## src/rtl/id_ex_latch.sv

```systemverilog
// -----------------------------------------------------------------------------
// id_ex_latch
//   Decode-to-execute pipeline register for the 5-stage MIPS datapath.
//   Captures register-file read data plus decoded control on each advancing
//   edge and presents it to EX. It detects load-use hazards against the
//   instruction currently in EX. When it finds one it inserts a one-cycle bubble.
//
//   Optional feature (macro WB_BYPASS_EN): when defined, the same-cycle
//   writeback value is forwarded around the register file into the latched
//   operands. The register file commits on the same edge, so rdat is stale then.
//
// Ports
//   CLK, nRST            clock (rising edge), async active-low reset
//   en                   pipeline advance
//   stall                external hold (lu_stall still evaluated)
//   flush                squash: next latched entry is a bubble
//   id_*                 ID-stage instruction fields
//   rdat1, rdat2         register-file read data for rs / rt
//   wb_wen/wsel/wdat     writeback port (used only for the bypass)
//   ex_*                 latched EX-stage entry
//   lu_stall             combinational load-use hazard: hold PC and IF/ID
// -----------------------------------------------------------------------------
module id_ex_latch #(
    parameter int WORD_W  = 32,
    parameter int RADDR_W = 5
) (
    input  logic               CLK,
    input  logic               nRST,
    input  logic               en,
    input  logic               stall,
    input  logic               flush,
    input  logic               id_valid,
    input  logic [WORD_W-1:0]  id_pc,
    input  logic [WORD_W-1:0]  id_instr,
    input  logic [RADDR_W-1:0] id_rsel1,
    input  logic [RADDR_W-1:0] id_rsel2,
    input  logic [RADDR_W-1:0] id_wsel,
    input  logic               id_wen,
    input  logic               id_memread,
    input  logic [WORD_W-1:0]  rdat1,
    input  logic [WORD_W-1:0]  rdat2,
    input  logic               wb_wen,
    input  logic [RADDR_W-1:0] wb_wsel,
    input  logic [WORD_W-1:0]  wb_wdat,
    output logic               ex_valid,
    output logic [WORD_W-1:0]  ex_pc,
    output logic [WORD_W-1:0]  ex_instr,
    output logic [WORD_W-1:0]  ex_rdat1,
    output logic [WORD_W-1:0]  ex_rdat2,
    output logic [RADDR_W-1:0] ex_rs,
    output logic [RADDR_W-1:0] ex_rt,
    output logic [RADDR_W-1:0] ex_wsel,
    output logic               ex_wen,
    output logic               ex_memread,
    output logic               lu_stall
);

    logic               valid_q,   valid_d;
    logic [WORD_W-1:0]  pc_q,      pc_d;
    logic [WORD_W-1:0]  instr_q,   instr_d;
    logic [WORD_W-1:0]  rdat1_q,   rdat1_d;
    logic [WORD_W-1:0]  rdat2_q,   rdat2_d;
    logic [RADDR_W-1:0] rs_q,      rs_d;
    logic [RADDR_W-1:0] rt_q,      rt_d;
    logic [RADDR_W-1:0] wsel_q,    wsel_d;
    logic               wen_q,     wen_d;
    logic               memread_q, memread_d;

    logic [WORD_W-1:0]  op1, op2;

    // Hazard against the load sitting in EX. A load to $0 never produces a
    // value, so it cannot cause a hazard.
    always_comb begin
        lu_stall = valid_q & memread_q & wen_q & (wsel_q != '0) & id_valid &
                   ((wsel_q == id_rsel1) | (wsel_q == id_rsel2));
    end

    // Operand selection: $0 always reads as zero. The bypass takes priority
    // over the stale register-file read.
    always_comb begin
        op1 = rdat1;
        op2 = rdat2;
`ifdef WB_BYPASS_EN
        if (wb_wen && (wb_wsel != '0) && (wb_wsel == id_rsel1)) op1 = wb_wdat;
        if (wb_wen && (wb_wsel != '0) && (wb_wsel == id_rsel2)) op2 = wb_wdat;
`endif
        if (id_rsel1 == '0) op1 = '0;
        if (id_rsel2 == '0) op2 = '0;
    end

    // Priority: flush > stall > load-use bubble > advance > hold.
    // Bubbles clear only valid/control bits; data fields keep their values.
    always_comb begin
        valid_d   = valid_q;
        pc_d      = pc_q;
        instr_d   = instr_q;
        rdat1_d   = rdat1_q;
        rdat2_d   = rdat2_q;
        rs_d      = rs_q;
        rt_d      = rt_q;
        wsel_d    = wsel_q;
        wen_d     = wen_q;
        memread_d = memread_q;
        if (flush || (!stall && lu_stall && en)) begin
            valid_d   = 1'b0;
            wen_d     = 1'b0;
            memread_d = 1'b0;
        end else if (!stall && en) begin
            valid_d   = id_valid;
            pc_d      = id_pc;
            instr_d   = id_instr;
            rdat1_d   = op1;
            rdat2_d   = op2;
            rs_d      = id_rsel1;
            rt_d      = id_rsel2;
            wsel_d    = id_wsel;
            wen_d     = id_wen & id_valid;
            memread_d = id_memread & id_valid;
        end
    end

    always_ff @(posedge CLK or negedge nRST) begin
        if (!nRST) begin
            valid_q   <= 1'b0;
            pc_q      <= '0;
            instr_q   <= '0;
            rdat1_q   <= '0;
            rdat2_q   <= '0;
            rs_q      <= '0;
            rt_q      <= '0;
            wsel_q    <= '0;
            wen_q     <= 1'b0;
            memread_q <= 1'b0;
        end else begin
            valid_q   <= valid_d;
            pc_q      <= pc_d;
            instr_q   <= instr_d;
            rdat1_q   <= rdat1_d;
            rdat2_q   <= rdat2_d;
            rs_q      <= rs_d;
            rt_q      <= rt_d;
            wsel_q    <= wsel_d;
            wen_q     <= wen_d;
            memread_q <= memread_d;
        end
    end

    assign ex_valid   = valid_q;
    assign ex_pc      = pc_q;
    assign ex_instr   = instr_q;
    assign ex_rdat1   = rdat1_q;
    assign ex_rdat2   = rdat2_q;
    assign ex_rs      = rs_q;
    assign ex_rt      = rt_q;
    assign ex_wsel    = wsel_q;
    assign ex_wen     = wen_q;
    assign ex_memread = memread_q;

endmodule
```

## config.mk

```make
export PLATFORM = sky130hd
export DESIGN_NAME = id_ex_latch
export DESIGN_NICKNAME = d
export VERILOG_FILES = /design/src/rtl/id_ex_latch.sv
export SDC_FILE = /design/constraint.sdc
export NUM_CORES = 1
export LEC_CHECK = 0
export BUFFER_PORTS_ARGS = -buffer_cell sky130_fd_sc_hd__buf_2
export CAP_MARGIN = 5
export CORE_AREA = 2 2 131 133
export CTS_CLUSTER_SIZE = 40
export DETAILED_ROUTE_END_ITERATION = 10
export DIE_AREA = 0 0 133 135
export MAX_ROUTING_LAYER = met4
export PLACE_DENSITY_LB_ADDON = 0.1
export SLEW_MARGIN = 20
export SYNTH_ARGS = -nofsm -noshare
export SYNTH_HDL_FRONTEND = slang
export SYNTH_SLANG_ARGS = --single-unit
```

## constraint.sdc

```tcl
create_clock -name CLK -period 5.3 [get_ports CLK]
set_input_delay 0.265 -clock CLK [delete_from_list [all_inputs] [get_ports CLK]]
set_output_delay 0.265 -clock CLK [all_outputs]
set_load 0.005 [all_outputs]
```

==> results of run 1 <==
worst paths after layout:
kind                                    startpoint                  endpoint  cells past startpoint
setup / recovery            ex_wsel[2]$_DFFE_PN0P_  ex_instr[16]$_DFFE_PN0P_                      6
hold / removal                           id_pc[22]     ex_pc[22]$_DFFE_PN0P_                      2
setup reg to reg            ex_wsel[2]$_DFFE_PN0P_  ex_instr[16]$_DFFE_PN0P_                      6
hold reg to reg            ex_rdat2[2]$_DFFE_PN0P_   ex_rdat2[2]$_DFFE_PN0P_                      1
max in group asynchronous                     nRST      ex_rt[4]$_DFFE_PN0P_                      3
min in group asynchronous                     nRST  ex_instr[11]$_DFFE_PN0P_                      2
cells in the mapped netlist:
| library cell | instances | area share, % |
|---|---|---|
| o21ai_0 | 3 | 0.25 |
| nor2_1 | 5 | 0.31 |
| o21ai_1 | 2 | 0.16 |
| a22oi_1 | 1 | 0.12 |
| mux2_2 | 12 | 2.2 |
| clkbuf_1 | 20 | 1.2 |
| buf_4 | 1 | 0.12 |
| nand3_1 | 64 | 5.2 |
| dfrtp_1 | 146 | 60 |
| nor3b_1 | 1 | 0.12 |
| and4_1 | 1 | 0.14 |
| xor2_1 | 10 | 1.4 |
| a21oi_1 | 1 | 0.082 |
| mux2_4 | 67 | 16 |
| or4_1 | 1 | 0.12 |
| inv_1 | 2 | 0.12 |
| buf_6 | 11 | 2.0 |
| buf_2 | 4 | 0.33 |
| o2bb2ai_1 | 64 | 9.2 |
| nand2_1 | 7 | 0.43 |
| nor3_1 | 4 | 0.33 |
final cells by class:
class	count	area, µm²	area share (%)
clock inverter	14	162.7	1.947
tap	220	275.3	3.295
sequential	146	3654	43.74
inverter	2	7.507	0.08987
timing repair buffer	303	1553	18.59
multi-input combinational	243	2262	27.08
clock buffer	18	439.2	5.258
timing repair:
action / 4_1_cts / 5_1_grt
hold buffers: 1 / 0
buffers inserted: 0 / 0
endpoints found under the hold margin: 77 / 0
per-layer routing:
metal / vias to the layer above / wire [µm]
li1: 2136 / -
met1: 2310 / 6796
met2: 178 / 8233
met3: 28 / 1006
met4: 0 / 371
met5: - / 0
metrics by stage:
step	instances	cell area (µm²)
floorplan	427	6123
global placement	913	7739
detailed placement	913	7739
CTS	946	8351
global route	946	8353
finish	946	8353
state kept, by name, summed over array words and instances, names as in the netlist:
register,cells
ex_instr,32
ex_memread,1
ex_pc,32
ex_rdat1,32
ex_rdat2,32
ex_rs,5
ex_rt,5
ex_valid,1
ex_wen,1
ex_wsel,5
worst reg2reg max path, cell delays in order (launching register included):
cell     delay (ns)
dfrtp_1        0.44
xor2_1         0.16
nor3_1         0.23
a22oi_1        0.20
o21ai_4        0.84
buf_4          0.65
mux2_4         0.38
power by group through the flow:
stage | combinational [mW] | sequential [mW] | clock, mW
5_1_grt | 0.673 | 1.45 | 1.31
3_5_place_dp | 0.630 | 1.43 | 0
2_1_floorplan | 0.277 | 1.45 | 0
4_1_cts | 0.631 | 1.42 | 1.26
3_3_place_gp | 0.621 | 1.43 | 0
6_report | 0.618 | 1.42 | 1.22
kinds of logic after synthesis:
| family | share of synthesized area [%] |
|---|---|
| multiplexers | 18.63 |
| flip-flops | 59.66 |
| AO/OA/AOI/OAI | 9.767 |
| AND/OR/NAND/NOR | 6.682 |
| XOR/XNOR | 1.430 |
| buffers and inverters | 3.821 |
layout by cell type, fill, tap and decap left out, types with 2 or more instances in the layout:
cell	instances
nand2_1	6
inv_1	2
o2bb2ai_1	64
clkinv_2	5
mux2_4	67
xor2_1	10
buf_2	296
clkbuf_16	17
nor2_1	4
o21ai_0	3
mux2_2	12
clkinvlp_4	4
dfrtp_1	146
nor3_1	4
buf_4	4
bufinv_16	3
nand3_1	64
==> results.md, run 1 <==
- Status: finished, final reports clean
- Detailed-routing iteration count for the pre-antenna-repair pass: 4
- Fillcell total: around 1500
- Crit path launch type: register
- Slack of the worst reg-to-reg path: roughly 2.3 ns
- First-pass GRT wire length: about 26000 µm
- Utilization of the core after routing: 50.91%
- Via Count: around 4700
- Final hold violations: 0
- Ratio of final minimum period to clock period: a little under three fifths
- Residual DRC count: 0
- GR Util All Layers: 18.91%
- Internal: between 2 and 2.5 mW
- Number of antenna diodes: 0
- Switching Power: about 0.83 mW
- Yosys cell types: 21
- GRT Residual Overflow: 0
- Die X: between 100 and 150 µm
- Clock insertion delay at the later pin of the skew report: 0.42 ns
- GR met1 Demand/Resource: between 20% and 30%
- Crit path largest cell delay: around 0.83 ns
- Fraction of the yosys area taken by sequential cells: around three fifths
- Max H-tree Level: 4
- Worst setup path class: reg2reg
- Wirelength per Cell: approximately 17 µm
- Sw frac: ~25%
- I/O pins: between 300 and 400
- Overall power of the completed layout: ~3.3 mW
- Cell area after synthesis: just over 6000 µm²
- Layout overhead on the synthesized area: 36.41%
- Power share of the combinational group: between 10% and 20%
- Mean number of vias per cell: 4.918
- Number of buffers between clock root and the deepest sink: 2
- Setup total negative slack: 0 ns
- Maximum Capacitance Violations: 0
- Crit path time final: ~3.0 ns
- LEAKAGE: around 4.3 nW
- Synth Warn #: 0
- Total of flip-flops plus latches after synthesis: roughly 150
- Die Height: roughly 140 µm
- Layer with the highest usage: met2
- Post-route clock skew: slightly above 0.01 ns
- Final wirelength: around 16000 µm
- Fraction of final layout cells sized beyond drive strength 1: 57.44%
- Worst hold margin: 0.07657 ns
- Max-Slew Margin vs Limit: ~26%
- CTS tree: built
- Mean cell area of the mapped netlist: roughly 14 µm²
- Number of resized instances in the post-cts repair step: 0
- Count of clock tree sinks: between 100 and 150
- Final layout net count: 902
- CP Data Required Time: 5.60 ns
- Mapped Nets: 616
- TritonCTS buffer count: 17
- Setup violators final: 0
- Clock slew at the register clock pins of the worst setup and hold paths: roughly 0.06 ns
- Placeable core region: 16410 µm²
- Placer congestion estimate: 0.7630
- Pin count of the biggest net entering global routing: between 80 and 90
- Half-perimeter wire length of the detailed placement result: approximately 11000 µm
- RSZ-0062 raised after global routing: false
- Ordered list of cells on the worst path: xor2_1, nor3_1, a22oi_1, o21ai_4, buf_4, mux2_4
- Number of slew-limit violations in the final report: 0
- Number of global-route vias before repair: 4906
- Count of input and output buffers: ~300
- Overall die area: around 18000 µm²
- Routing usage on met3: 5.518%
- Nature of the critical path endpoint: register
- Peak supply drop: around 210 µV
- Delay-heaviest family, CP: compound AO/OA/AOI/OAI gates
- Initial antenna violation count: 0
- Placement-stage worst setup slack: about 2.3 ns
- Setup ws final: 2.282 ns
- Gate Count Post-Synth: 427
- Clk root buf: clkbuf_16
- Core Rows: 47
- Highest clock frequency the design can meet: ~0.33 GHz
- Final antenna-violating net count: 0
- Pwr per Cell Area: a little under 400 nW/µm²
- Power share of the clock group: around 38%
- Initial Utilization: a little under two fifths
- CP max FO: 33
- Slew @ Worst Pin: 1.108 ns
- Iteration-0 DRC count of the detailed router: 240
- Global routing met2 resource utilization: a little under a third
- CP arrival: about 3.3 ns
- Register share of total power: around 44%
- Path type of the worst min-delay path: in2reg
- Critical path buffers and inverters: 1
- Slowest library cell on the worst path: o21ai_4
Note: power is estimated with default switching activity, not from simulation.
==> run 2: changes to the inputs <==
Clock period 5.3 ns to 2.7 ns, I/O delays scaled along.
==> results.md, run 2 (synthesis gave the netlist of run 1 again) <==
- Max-Slew Margin vs Limit: 28.12% (+2.2 points)
- Critical path buffers and inverters: 2 (+1)
- Final hold violations: 0 (unchanged)
- Initial Utilization: 37.32% (unchanged)
- Max H-tree Level: 4 (unchanged)
- Core Rows: 47 (unchanged)
- I/O pins: 336 (unchanged)
- Slew @ Worst Pin: 1.076 ns (-0.03234 ns)
- Maximum Capacitance Violations: 0 (unchanged)
- Layout overhead on the synthesized area: 62.63%
- TritonCTS buffer count: 17 (unchanged)
- Ordered list of cells on the worst path: or4_1, o21ai_1, nor2_4, buf_12, buf_2
- Die X: 133 µm (unchanged)
- GR Util All Layers: 20.90% (+2.0 points)
- CTS tree: built
- Die Height: 135 µm (unchanged)
- Crit path launch type: register
- Pwr per Cell Area: 691.7 nW/µm² (+77%)
- Placer congestion estimate: 0.7564 (-0.87%)
- Number of buffers between clock root and the deepest sink: 2 (unchanged)
- Highest clock frequency the design can meet: roughly 0.43 GHz
- Overall die area: 17960 µm² (unchanged)
- Setup violators final: 0 (unchanged)
- Crit path time final: 2.305 ns
- LEAKAGE: 4.959 nW (+16%)
- Slowest library cell on the worst path: or4_1
- Crit path largest cell delay: 0.56 ns (-0.27 ns)
- Setup ws final: 0.3955 ns (-1.887 ns)
- Fraction of final layout cells sized beyond drive strength 1: 47.60% (-9.8 points)
- Worst setup path end: lu_stall
- Via Count: 5213 (+12%)
- Worst setup path class: reg2out
- Delay-heaviest family, CP: simple AND/OR/NAND/NOR gates
- Instance area at placement: 7811 µm² (+0.94%)
- Number of antenna diodes: 0 (unchanged)
- Clk root buf: clkbuf_16
- Iteration-0 DRC count of the detailed router: 229 (-4.6%)
- Path type of the worst min-delay path: in2reg
- Residual DRC count: 0 (unchanged)
- Setup total negative slack: 0 ns (unchanged)
- Mean number of vias per cell: 4.765 (-3.1%)
- Number of slew-limit violations in the final report: 0 (unchanged)
- Half-perimeter wire length of the detailed placement result: 11550 µm (+1.8%)
- Number of cells on the worst hold path: 2 (unchanged)
- Number of non-filler instances in the completed layout: 1094 (+16%)
- Number of cells in the design after placement: 916 (+0.33%)
- CP Data Required Time: 2.57 ns (-3.03 ns)
- Detailed-routing iteration count for the pre-antenna-repair pass: 7 (+3)
- First-pass GRT wire length: 28690 µm (+11%)
- GRT Residual Overflow: 0 (unchanged)
- Number of global-route vias before repair: 5617 (+14%)
- Initial antenna violation count: 0 (unchanged)
- CP arrival: 2.17 ns (-1.15 ns)
- Launch instance of the worst min-delay path: id_rsel1[1]
- Ratio of final minimum period to clock period: between 80% and 90%
- Post-route clock skew: 0.006517 ns (-0.003648 ns)
- Placeable core region: 16410 µm² (unchanged)
- Fin area: 9958 µm² (+19%)
- Stages on worst setup path: 5 (-1)
- Count of clock tree sinks: 146 (unchanged)
- First element of the critical path: ex_wsel[1]$_DFFE_PN0P_
- Final wirelength: 18190 µm (+11%)
- Utilization of the core after routing: 60.70% (+9.8 points)
- Clock insertion delay at the later pin of the skew report: 0.41 ns (about the same)
- Nature of the critical path endpoint: output port
- Origin of the critical flop-to-flop path: ex_wsel[1]$_DFFE_PN0P_
- Commonest cells after routing, fill and taps aside: buf_2, dlygate4sd3_1, dfrtp_1
- CP max FO: 65 (+97%)
- Wirelength per Cell: 16.63 µm (-4.1%)
- Most common library cell in the layout ignoring fill and taps: buf_2
- Slack of the worst reg-to-reg path: 0.43 ns (-1.85 ns)
- Status: finished, final reports clean
- Clock slew at the register clock pins of the worst setup and hold paths: 0.06 ns (about the same)
- RSZ-0062 raised after global routing: false
- Pin count of the biggest net entering global routing: 70 (-18%)
- Reg-to-reg critical path endpoint: ex_pc[18]$_DFFE_PN0P_
- Worst Reg2Reg Path Length in Cells: 5 (-1)
- Count of input and output buffers: 297 (unchanged)
- Final layout net count: 1051 (+17%)
- Peak supply drop: 402.3 µV (+95%)
- Placement-stage worst setup slack: 0.4547 ns (-1.825 ns)
- Final antenna-violating net count: 0 (unchanged)
run 2: changes by cell type in the layout (fill, tap and decap cells not counted), sizes merged, moves of 3 or more:
| cell | delta |
|---|---|
| dlygate4sd3 | +146 |
| clkbuf | +4 |
| clkinv | -4 |
| buf | +3 |
| bufinv | +3 |
| clkinvlp | -3 |
run 2: how the worst min path moves through the flow:
| stage | to | slack, ns |
|---|---|---|
| final | ex_rs[1]$_DFFE_PN0P_ | 0.02 |
| after global routing | ex_rs[1]$_DFFE_PN0P_ | 0.004 |
| after CTS | ex_rs[1]$_DFFE_PN0P_ | 0.0007 |
| after detailed placement | ex_instr[11]$_DFFE_PN0P_ | 0.13 |
| after global placement | ex_instr[10]$_DFFE_PN0P_ | 0.12 |
| after floorplan | ex_instr[0]$_DFFE_PN0P_ | -0.16 |
run 2: metrics by stage:
step	power [mW]	hold WS (ns)
3_3_place_gp	4.032	0.1245
5_1_grt	7.223	0.003783
4_1_cts	6.964	0.0006805
3_5_place_dp	4.061	0.1329
6_report	6.889	0.02339
2_1_floorplan	3.388	-0.1606
run 2: cell type report:
class	instances	area, µm²
inverter	2	7.507
clock inverter	9	201.4
multi-input combinational	243	2260
tap	220	275.3
fill	1328	6449
sequential	146	3654
clock buffer	22	474.2
timing repair buffer	452	3087
run 2: what timing repair did:
action / 4_1_cts / 5_1_grt
resized for setup: 0 / 0
hold buffers: 147 / 0
buffers inserted: 0 / 0
hold endpoints to repair: 197 / 0
run 2: layer usage:
metal	GRT usage [%]	vias up	part of all wire [%]	routed length, µm
met5	-	-	0	0
met3	3.979	27	5.0	914
li1	-	2433	-	-
met2	35.98	194	52	9522
met4	8.124	0	2.0	359
met1	24.30	2559	41	7393
run 2: power by group:
group          total (mW)  switching [mW]  internal [mW]
logic                1.41           0.522          0.884
clock network        2.69           0.882           1.80
registers            2.80           0.226           2.57
==> run 3: changes to the inputs <==
Settings changed: PLACE_DENSITY set to 0.71, PLACE_DENSITY_LB_ADDON 0.1 to unset.
==> results.md, run 3 (synthesis gave the netlist of run 1 again) <==
- Crit path launch type: register
- Crit path time final: 2.314 ns (+0.009897 ns)
- Worst setup path class: reg2reg
- Pwr per Cell Area: 680.5 nW/µm² (-1.6%)
- Die X: 133 µm (unchanged)
- Critical path buffers and inverters: 1 (-1)
- Layout overhead on the synthesized area: 61.99%
- Highest clock frequency the design can meet: 0.4321 GHz (-0.43%)
- Nature of the critical path endpoint: register
- Global routing met2 resource utilization: 37.77% (+1.8 points)
- Commonest cells after routing, fill and taps aside: buf_2, dlygate4sd3_1, dfrtp_1
- Crit path largest cell delay: 0.55 ns (about the same)
- Instance area at placement: 7816 µm² (about the same)
- Fraction of final layout cells sized beyond drive strength 1: 48.01% (+0.41 points)
- Pin count of the biggest net entering global routing: 67 (-4.3%)
- Number of global-route vias before repair: 5763 (+2.6%)
- Maximum Capacitance Violations: 0 (unchanged)
- LEAKAGE: 4.941 nW (-0.36%)
- Peak supply drop: 410.5 µV (+2.0%)
- Setup violators final: 0 (unchanged)
- CTS tree: built
- Placer congestion estimate: 0.7557 (about the same)
- Most common library cell in the layout ignoring fill and taps: buf_2
- Overall die area: 17960 µm² (unchanged)
- Iteration-0 DRC count of the detailed router: 323 (+41%)
- Initial Utilization: 37.32% (unchanged)
- Layer with the highest usage: met2
- I/O pins: 336 (unchanged)
- Number of buffers between clock root and the deepest sink: 2 (unchanged)
- Final antenna-violating net count: 0 (unchanged)
- Post-route clock skew: 0.009014 ns (+0.002497 ns)
- Fin area: 9920 µm² (-0.39%)
- Clock insertion delay at the later pin of the skew report: 0.42 ns (about the same)
- Wirelength per Cell: 17.54 µm (+5.5%)
- Core Rows: 47 (unchanged)
- CP arrival: 2.62 ns (+0.45 ns)
- Placement-stage worst setup slack: 0.3902 ns (-0.06455 ns)
- Count of input and output buffers: 297 (unchanged)
- Slew @ Worst Pin: 0.6341 ns (-0.4415 ns)
- Routing usage on met3: 5.218% (+1.2 points)
- Max-Slew Margin vs Limit: 57.73% (+30 points)
- GR Util All Layers: 22.07% (+1.2 points)
- RSZ-0062 raised after global routing: false
- Final hold violations: 0 (unchanged)
- GR met1 Demand/Resource: 24.68% (+0.37 points)
- Number of slew-limit violations in the final report: 0 (unchanged)
- Clk root buf: clkbuf_16
- CP max FO: 51 (-22%)
- Ordered list of cells on the worst path: or4_1, o21ai_1, o21ai_4, buf_4, mux2_4
- Worst hold margin: 0.03153 ns (+0.008145 ns)
- Setup ws final: 0.3856 ns (-0.009897 ns)
- Fillcell total: 1209 (-9.0%)
- Max H-tree Level: 4 (unchanged)
- Half-perimeter wire length of the detailed placement result: 11120 µm (-3.7%)
- Number of antenna diodes: 0 (unchanged)
- Slowest library cell on the worst path: or4_1
- Placeable core region: 16410 µm² (unchanged)
- Detailed-routing iteration count for the pre-antenna-repair pass: 5 (-2)
- CP Data Required Time: 3.00 ns (+0.43 ns)
- TritonCTS buffer count: 17 (unchanged)
- First-pass GRT wire length: 30070 µm (+4.8%)
- Final layout net count: 1055 (+0.38%)
- Delay-heaviest family, CP: simple AND/OR/NAND/NOR gates
- Ratio of final minimum period to clock period: 85.72% (+0.37 points)
- Status: finished, final reports clean
- Setup total negative slack: 0 ns (unchanged)
- Residual DRC count: 0 (unchanged)
- Clock slew at the register clock pins of the worst setup and hold paths: 0.06 ns (about the same)
- Count of clock tree sinks: 146 (unchanged)
- Final wirelength: 19280 µm (+6.0%)
- Mean number of vias per cell: 4.910 (+3.0%)
- GRT Residual Overflow: 0 (unchanged)
- Path type of the worst min-delay path: in2reg
- Die Height: 135 µm (unchanged)
- Via Count: 5396 (+3.5%)
- Initial antenna violation count: 0 (unchanged)
[run 3: cell types whose count changed in the layout (fill, tap and decap cells not counted)]
cell / previous run / this run
inv_8: 0 / 1
clkinv_4: 1 / 2
buf_4: 3 / 9
buf_12: 5 / 3
inv_6: 0 / 3
clkbuf_1: 2 / 1
bufinv_16: 6 / 4
clkinvlp_4: 1 / 3
clkbuf_8: 3 / 0
[run 3: path summary, 6_finish.rpt]
kind | cells past startpoint | from | to | slack [ns]
max in group asynchronous | 3 | nRST | ex_rdat2[23]$_DFFE_PN0P_ | 1.74
worst min register to register | 1 | ex_rdat1[17]$_DFFE_PN0P_ | ex_rdat1[17]$_DFFE_PN0P_ | 0.48
worst max register to register | 5 | ex_wsel[1]$_DFFE_PN0P_ | ex_instr[30]$_DFFE_PN0P_ | 0.39
min in group asynchronous | 2 | nRST | ex_instr[28]$_DFFE_PN0P_ | 0.28
worst min-delay path | 2 | id_rsel1[4] | ex_rs[4]$_DFFE_PN0P_ | 0.03
worst max-delay path | 5 | ex_wsel[1]$_DFFE_PN0P_ | ex_instr[30]$_DFFE_PN0P_ | 0.39
[run 3: what timing repair did]
action                                 CTS  global route
endpoints found under the hold margin  208             0
resized for setup                        0             0
setup buffers                            0             0
hold buffers                           147             0
[run 3: metal layers]
layer,up-vias,routed length [µm]
met3,57,1187
met1,2646,7642
li1,2449,-
met2,244,9851
met5,-,0
met4,0,597
[run 3: report_power, final]
part | switching [mW] | internal, mW | leakage (nW)
registers | 0.239 | 2.57 | 1.78
clock network | 0.961 | 1.56 | 0.299
logic | 0.533 | 0.885 | 2.87
total | 1.73 | 5.02 | 4.94
[run 3: cell type report]
| type | count | area (µm²) | share of cell area (%) |
|---|---|---|---|
| clock buffers | 18 | 429.2 | 4.326 |
| multi-input cells | 243 | 2260 | 22.78 |
| clock inverters | 14 | 202.7 | 2.043 |
| well taps | 220 | 275.3 | 2.775 |
| flip-flops and latches | 146 | 3654 | 36.83 |
| repair buffers | 456 | 3092 | 31.17 |
| inverters | 2 | 7.507 | 0.07568 |
[run 3: through the flow]
stage	util (%)	cells	total power, mW
6_report	60.46	1099	6.751
3_3_place_gp	47.64	920	4.017
3_5_place_dp	47.64	920	4.045
5_1_grt	60.46	1099	7.042
2_1_floorplan	-	427	3.388
4_1_cts	60.46	1099	6.757
